<file path="src/rtl/rf_writeback_arb.sv">
// Register-file writeback arbiter: merges load and ALU results into one
// in-order queue and issues at most one register write per cycle.
// Optional build macro: WB_FWD_EN enables the queued-data forwarding query.
module rf_writeback_arb #(
    parameter int unsigned DEPTH = 4
) (
    input  logic        clk,
    input  logic        rst,
    input  logic        ld_valid,
    input  logic [3:0]  ld_reg,
    input  logic [31:0] ld_data,
    output logic        ld_ready,
    input  logic        alu_valid,
    input  logic [3:0]  alu_reg,
    input  logic [31:0] alu_data,
    output logic        alu_ready,
    output logic        write,
    output logic [3:0]  write_reg,
    output logic [31:0] write_data,
    output logic [15:0] busy_mask,
    input  logic [3:0]  qry_reg,
    output logic        qry_hit,
    output logic [31:0] qry_data
);

    localparam int unsigned PW = (DEPTH > 1) ? $clog2(DEPTH) : 1;
    localparam int unsigned CW = $clog2(DEPTH + 1);

    logic [PW-1:0] rd_ptr_q, rd_ptr_d;
    logic [PW-1:0] wr_ptr_q, wr_ptr_d;
    logic [CW-1:0] count_q, count_d;
    logic [3:0]    reg_q  [DEPTH];
    logic [3:0]    reg_d  [DEPTH];
    logic [31:0]   data_q [DEPTH];
    logic [31:0]   data_d [DEPTH];

    logic          ld_acc;
    logic          alu_acc;
    logic          pop;
    logic [PW-1:0] alu_idx;

    // Readies look only at the registered occupancy; a same-cycle pop is not credited.
    always_comb begin
        ld_ready  = count_q < CW'(DEPTH);
        alu_ready = (count_q < CW'(DEPTH - 1)) ||
                    ((count_q == CW'(DEPTH - 1)) && !ld_valid);
    end

    // Enqueue (load older than ALU), head pop and pointer/count update.
    always_comb begin
        ld_acc   = ld_valid && ld_ready;
        alu_acc  = alu_valid && alu_ready;
        pop      = count_q != CW'(0);
        reg_d    = reg_q;
        data_d   = data_q;
        alu_idx  = ld_acc ? PW'(wr_ptr_q + PW'(1)) : wr_ptr_q;
        if (ld_acc) begin
            reg_d[wr_ptr_q]  = ld_reg;
            data_d[wr_ptr_q] = ld_data;
        end
        if (alu_acc) begin
            reg_d[alu_idx]  = alu_reg;
            data_d[alu_idx] = alu_data;
        end
        wr_ptr_d = PW'(wr_ptr_q + PW'(ld_acc) + PW'(alu_acc));
        rd_ptr_d = PW'(rd_ptr_q + PW'(pop));
        count_d  = CW'(count_q + CW'(ld_acc) + CW'(alu_acc) - CW'(pop));
    end

    // Queue control state; reset discards every queued entry.
    always_ff @(posedge clk) begin
        if (rst) begin
            rd_ptr_q <= '0;
            wr_ptr_q <= '0;
            count_q  <= '0;
        end else begin
            rd_ptr_q <= rd_ptr_d;
            wr_ptr_q <= wr_ptr_d;
            count_q  <= count_d;
        end
    end

    // Entry storage; contents are only meaningful inside the valid window.
    always_ff @(posedge clk) begin
        reg_q  <= reg_d;
        data_q <= data_d;
    end

    // Head issue; the strobe is held off during reset so discarded entries never commit.
    always_comb begin
        write      = (count_q != CW'(0)) && !rst;
        write_reg  = 4'h0;
        write_data = 32'h0;
        if (write) begin
            write_reg  = reg_q[rd_ptr_q];
            write_data = data_q[rd_ptr_q];
        end
    end

    // Pending-write mask over the valid window of the queue.
    always_comb begin
        busy_mask = 16'h0000;
        for (int i = 0; i < int'(DEPTH); i++) begin
            if (CW'(i) < count_q) begin
                busy_mask[reg_q[PW'(rd_ptr_q + PW'(i))]] = 1'b1;
            end
        end
    end

`ifdef WB_FWD_EN
    // Forwarding search from oldest to youngest so the youngest match wins.
    always_comb begin
        qry_hit  = 1'b0;
        qry_data = 32'h0;
        for (int i = 0; i < int'(DEPTH); i++) begin
            if ((CW'(i) < count_q) && (reg_q[PW'(rd_ptr_q + PW'(i))] == qry_reg)) begin
                qry_hit  = 1'b1;
                qry_data = data_q[PW'(rd_ptr_q + PW'(i))];
            end
        end
    end
`else
    logic unused_qry;

    // Forwarding disabled: query outputs tied off.
    always_comb begin
        unused_qry = ^qry_reg;
        qry_hit    = 1'b0;
        qry_data   = 32'h0;
    end
`endif

endmodule

</file>
<file path="config.mk">
export PLATFORM = sky130hd
export DESIGN_NAME = rf_writeback_arb
export DESIGN_NICKNAME = d
export VERILOG_FILES = /design/src/rtl/rf_writeback_arb.sv
export SDC_FILE = /design/constraint.sdc
export NUM_CORES = 1
export LEC_CHECK = 0
export BUFFER_PORTS_ARGS = -buffer_cell sky130_fd_sc_hd__buf_2
export CORE_MARGIN = 2
export CORE_UTILIZATION = 45
export CTS_CLUSTER_DIAMETER = 150
export DETAILED_ROUTE_END_ITERATION = 16
export GPL_ROUTABILITY_DRIVEN = 0
export PLACE_DENSITY = 0.75
export SYNTH_ARGS = -nofsm -noshare
export SYNTH_HDL_FRONTEND = slang
export SYNTH_SLANG_ARGS = --single-unit
</file>
<file path="constraint.sdc">
create_clock -name clk -period 3 [get_ports clk]
set_input_delay 0.6 -clock clk [delete_from_list [all_inputs] [get_ports clk]]
set_output_delay 0.6 -clock clk [all_outputs]
set_load 0.01 [all_outputs]
</file>
==> metrics.txt <==
Setup WS post-layout 0.125 ns; Net Sw Power 4770 uW; Net count, final 1010; Synth Instances 789; Primary FF master, synth dfxtp_1; Cell Area, Synth 9720 um^2; Antenna Nets Post-Route 0; Seq pwr share 28.4%; sequential share of the synthesized area 31.1%; Clk pin slew, worst setup/hold paths 0.06 ns; number of global-route vias before repair 6767; Cell Pwr Density 1200 nW/um^2; worst slew pin tran 0.560 ns; WL/cell 19.2 um; hold path depth 2; leakage power 0.00475 uW; reg2reg end count_q[2]; CP endpoint kind output pin; post-synth cell types 49; outcome completed; mux cell area share after synthesis 49.0%; crit path cell chain mux4_2, and2_1, a32oi_1, nand3_1, buf_2; GRT Total Usage 20.8%; Comb power frac 56.2%; Synth Area per Inst 12.3 um^2; Hold Crit Class input pin to flip-flop; clock buffer depth 2; most frequent cells in the layout mux2_2, dfxtp_1, buf_2; clk root buf clkbuf_16; grt total ovfl 0; compound-gate portion of the synthesized area 2.91%; number of port buffers 130; relative slew slack 61.6%; share of cells above drive strength 1 59.7%; clock share of power 15.3%; synth warn 0; via count 6685; unrepaired setup endpoints after global routing no; post-detail-place hpwl 15.8 mm; Post-synth EDFFs 0; 1st-iter DRT viols 303; antenna violations before repair 7; Worst R2R Path Depth 8; Worst-Skew Late Latency 0.42 ns; Fin. Hold Viols 0; min-delay src rst; final core occ 53.2%; critical path's top delay family multiplexers; r2r setup slk 0.66 ns; die height 151 um; setup TNS 0 ns; post-route clock period utilization 95.8%; worst path arrival time 2.27 ns; Post-synth ARST share 0%; DR pass1 iterations 5; max cap viols 0; initial core utilization 46.1%; VDD IR max 0.000553 V; Worst path slowest cell mux4_2; Crit Path Max Fanout 21; total wire length 23.3 mm; Residual DRC 0; DIE WIDTH 151 um; Levels on crit path 5; Seq cells post-synth 151; Num CTS Buffers 17; crit start category flip-flop; CTS tree yes; WHS Endpoint rd_ptr_q[1]; largest net degree at the start of global routing 29; DIE AREA 22800 um^2; pins over their slew limit 0; critical path type flip-flop to output pin; commonest non-fill, non-tap cell in the layout mux2_2; CP peak stage delay 0.61 ns; Tmin final 2.87 ns; post-synthesis simple-gate area fraction 8.33%; clk sinks 151; Fin Clk Skew 0.00512 ns; R2R Path Start count_q[2]; number of top-level pins 168; Cell Rows 53; area of the core 21100 um^2; Max Fclk 348 MHz; Final Setup Violations 0; fill count 1838; Place WS 0.0895 ns; Area Growth Syn to Fin 15.4%; drt via density 5.52; first-pass GRT wire length 36.6 mm; Net Sw Frac 35.3%; main combinational cell family by area after synthesis multiplexers; Synth Area in Adders 1.65%; CTS H-tree lvls 4; internal power 8730 uW; Worst EP required 2.40 ns; xor/xnor cell area share of the yosys netlist 0.270%; worst path bufs/invs 1
[routing by layer]
metal | vias to the layer above | track usage [%] | part of all wire [%]
met5 | - | 0 | 0.090
met4 | 4 | 6.50 | 1.7
met3 | 35 | 5.75 | 6.7
met2 | 216 | 35.5 | 49
met1 | 3272 | 25.7 | 42
li1 | 3158 | - | -
[worst max path at each step]
stage | from | endpoint | slack, ns
6_report | rd_ptr_q[1] | busy_mask[11] | 0.13
3_3_place_gp | count_q[2] | busy_mask[11] | 0.23
3_5_place_dp | count_q[2] | busy_mask[3] | 0.09
5_1_grt | rd_ptr_q[1] | busy_mask[7] | 0.008
2_1_floorplan | count_q[2] | busy_mask[3] | 0.62
4_1_cts | rd_ptr_q[1] | busy_mask[7] | 0.03
[flip-flops by register name, indices dropped and copies added, names as in the netlist]
register,cells
data_q,128
count_q,3
rd_ptr_q,2
wr_ptr_q,2
reg_q,16
[area by class of cell]
class                           instances  area [um^2]  share of cell area [%]
Multi-Input combinational cell        582         6230                    55.5
Sequential cell                       151         3030                    27.0
Timing Repair Buffer                  158          997                    8.89
Clock buffer                           19          453                    4.04
Tap cell                              275          344                    3.07
Clock inverter                         13          118                    1.05
Inverter                                9         33.8                   0.301
Antenna cell                            4         10.0                  0.0892
[worst register-to-register path, delay by kind of cell (launching register included)]
family        cells  cell delay, ns
xor+xnor          1            0.15
fa+ha+maj         3            1.08
buf+inv           2            0.21
flops             1            0.36
simple gates      2            0.43
[synthesized netlist by cell type (2+ instances only)]
cell type / instances / area share (%)
o2111ai_1: 2 / 0.18
mux2i_1: 18 / 1.9
inv_1: 9 / 0.35
nor2_1: 11 / 0.42
dfxtp_1: 151 / 31
o22ai_1: 3 / 0.19
buf_2: 13 / 0.67
nor3_1: 5 / 0.26
o211ai_1: 15 / 1.2
buf_12: 3 / 0.62
nor2b_1: 19 / 1.2
nand2_2: 4 / 0.26
o21ai_0: 4 / 0.21
nand3_1: 24 / 1.2
nand4_1: 9 / 0.58
ha_1: 8 / 1.0
clkbuf_1: 4 / 0.15
buf_1: 6 / 0.23
and3b_1: 2 / 0.18
nor4b_1: 2 / 0.18
mux4_2: 44 / 10
a32oi_1: 9 / 0.81
nand3_2: 2 / 0.21
mux2_2: 237 / 27
and2_1: 38 / 2.4
nand2_1: 9 / 0.35
mux2_4: 60 / 9.3
buf_4: 38 / 2.9
fa_1: 3 / 0.62
nand2b_1: 2 / 0.13
nor3b_1: 2 / 0.15
buf_6: 15 / 1.7
xor2_1: 2 / 0.18
[metrics by stage]
stage                     instances  hold WS, ns  instance area [um^2]  power, uW
after CTS                      1207        0.425                 11200      13500
after global placement         1171        0.577                 10500      11000
after global routing           1209        0.439                 11200      14400
after floorplan                 821        0.574                  9840       9570
final                          1211        0.441                 11200      13500
after detailed placement       1171        0.584                 10500      11200
[cells by family after synthesis]
kind of cell / count (synthesis)
and+or+nand+nor: 138
other: 1
buffers and inverters: 88
muxes: 360
xor gates and xnor gates: 3
AOI/OAI and AO/OA: 37
DFF: 151
adders and majority gates: 11
[power groups by stage]
stage               registers, uW  clock network (uW)  logic (uW)
floorplan                    3570                   0        6000
global placement             3840                   0        7150
detailed placement           3900                   0        7340
CTS                          3830                2110        7530
global route                 3980                2190        8200
finish                       3840                2070        7590
[what timing repair did]
action / CTS / global route
setup buffers: 4 / 0
resized for setup: 10 / 7
setup endpoints to repair: 32 / 16
hold buffers: 0 / 0
pin swaps: 0 / 0
cloned: 0 / 0
No activity file was read; power rests on OpenSTA's default activity.
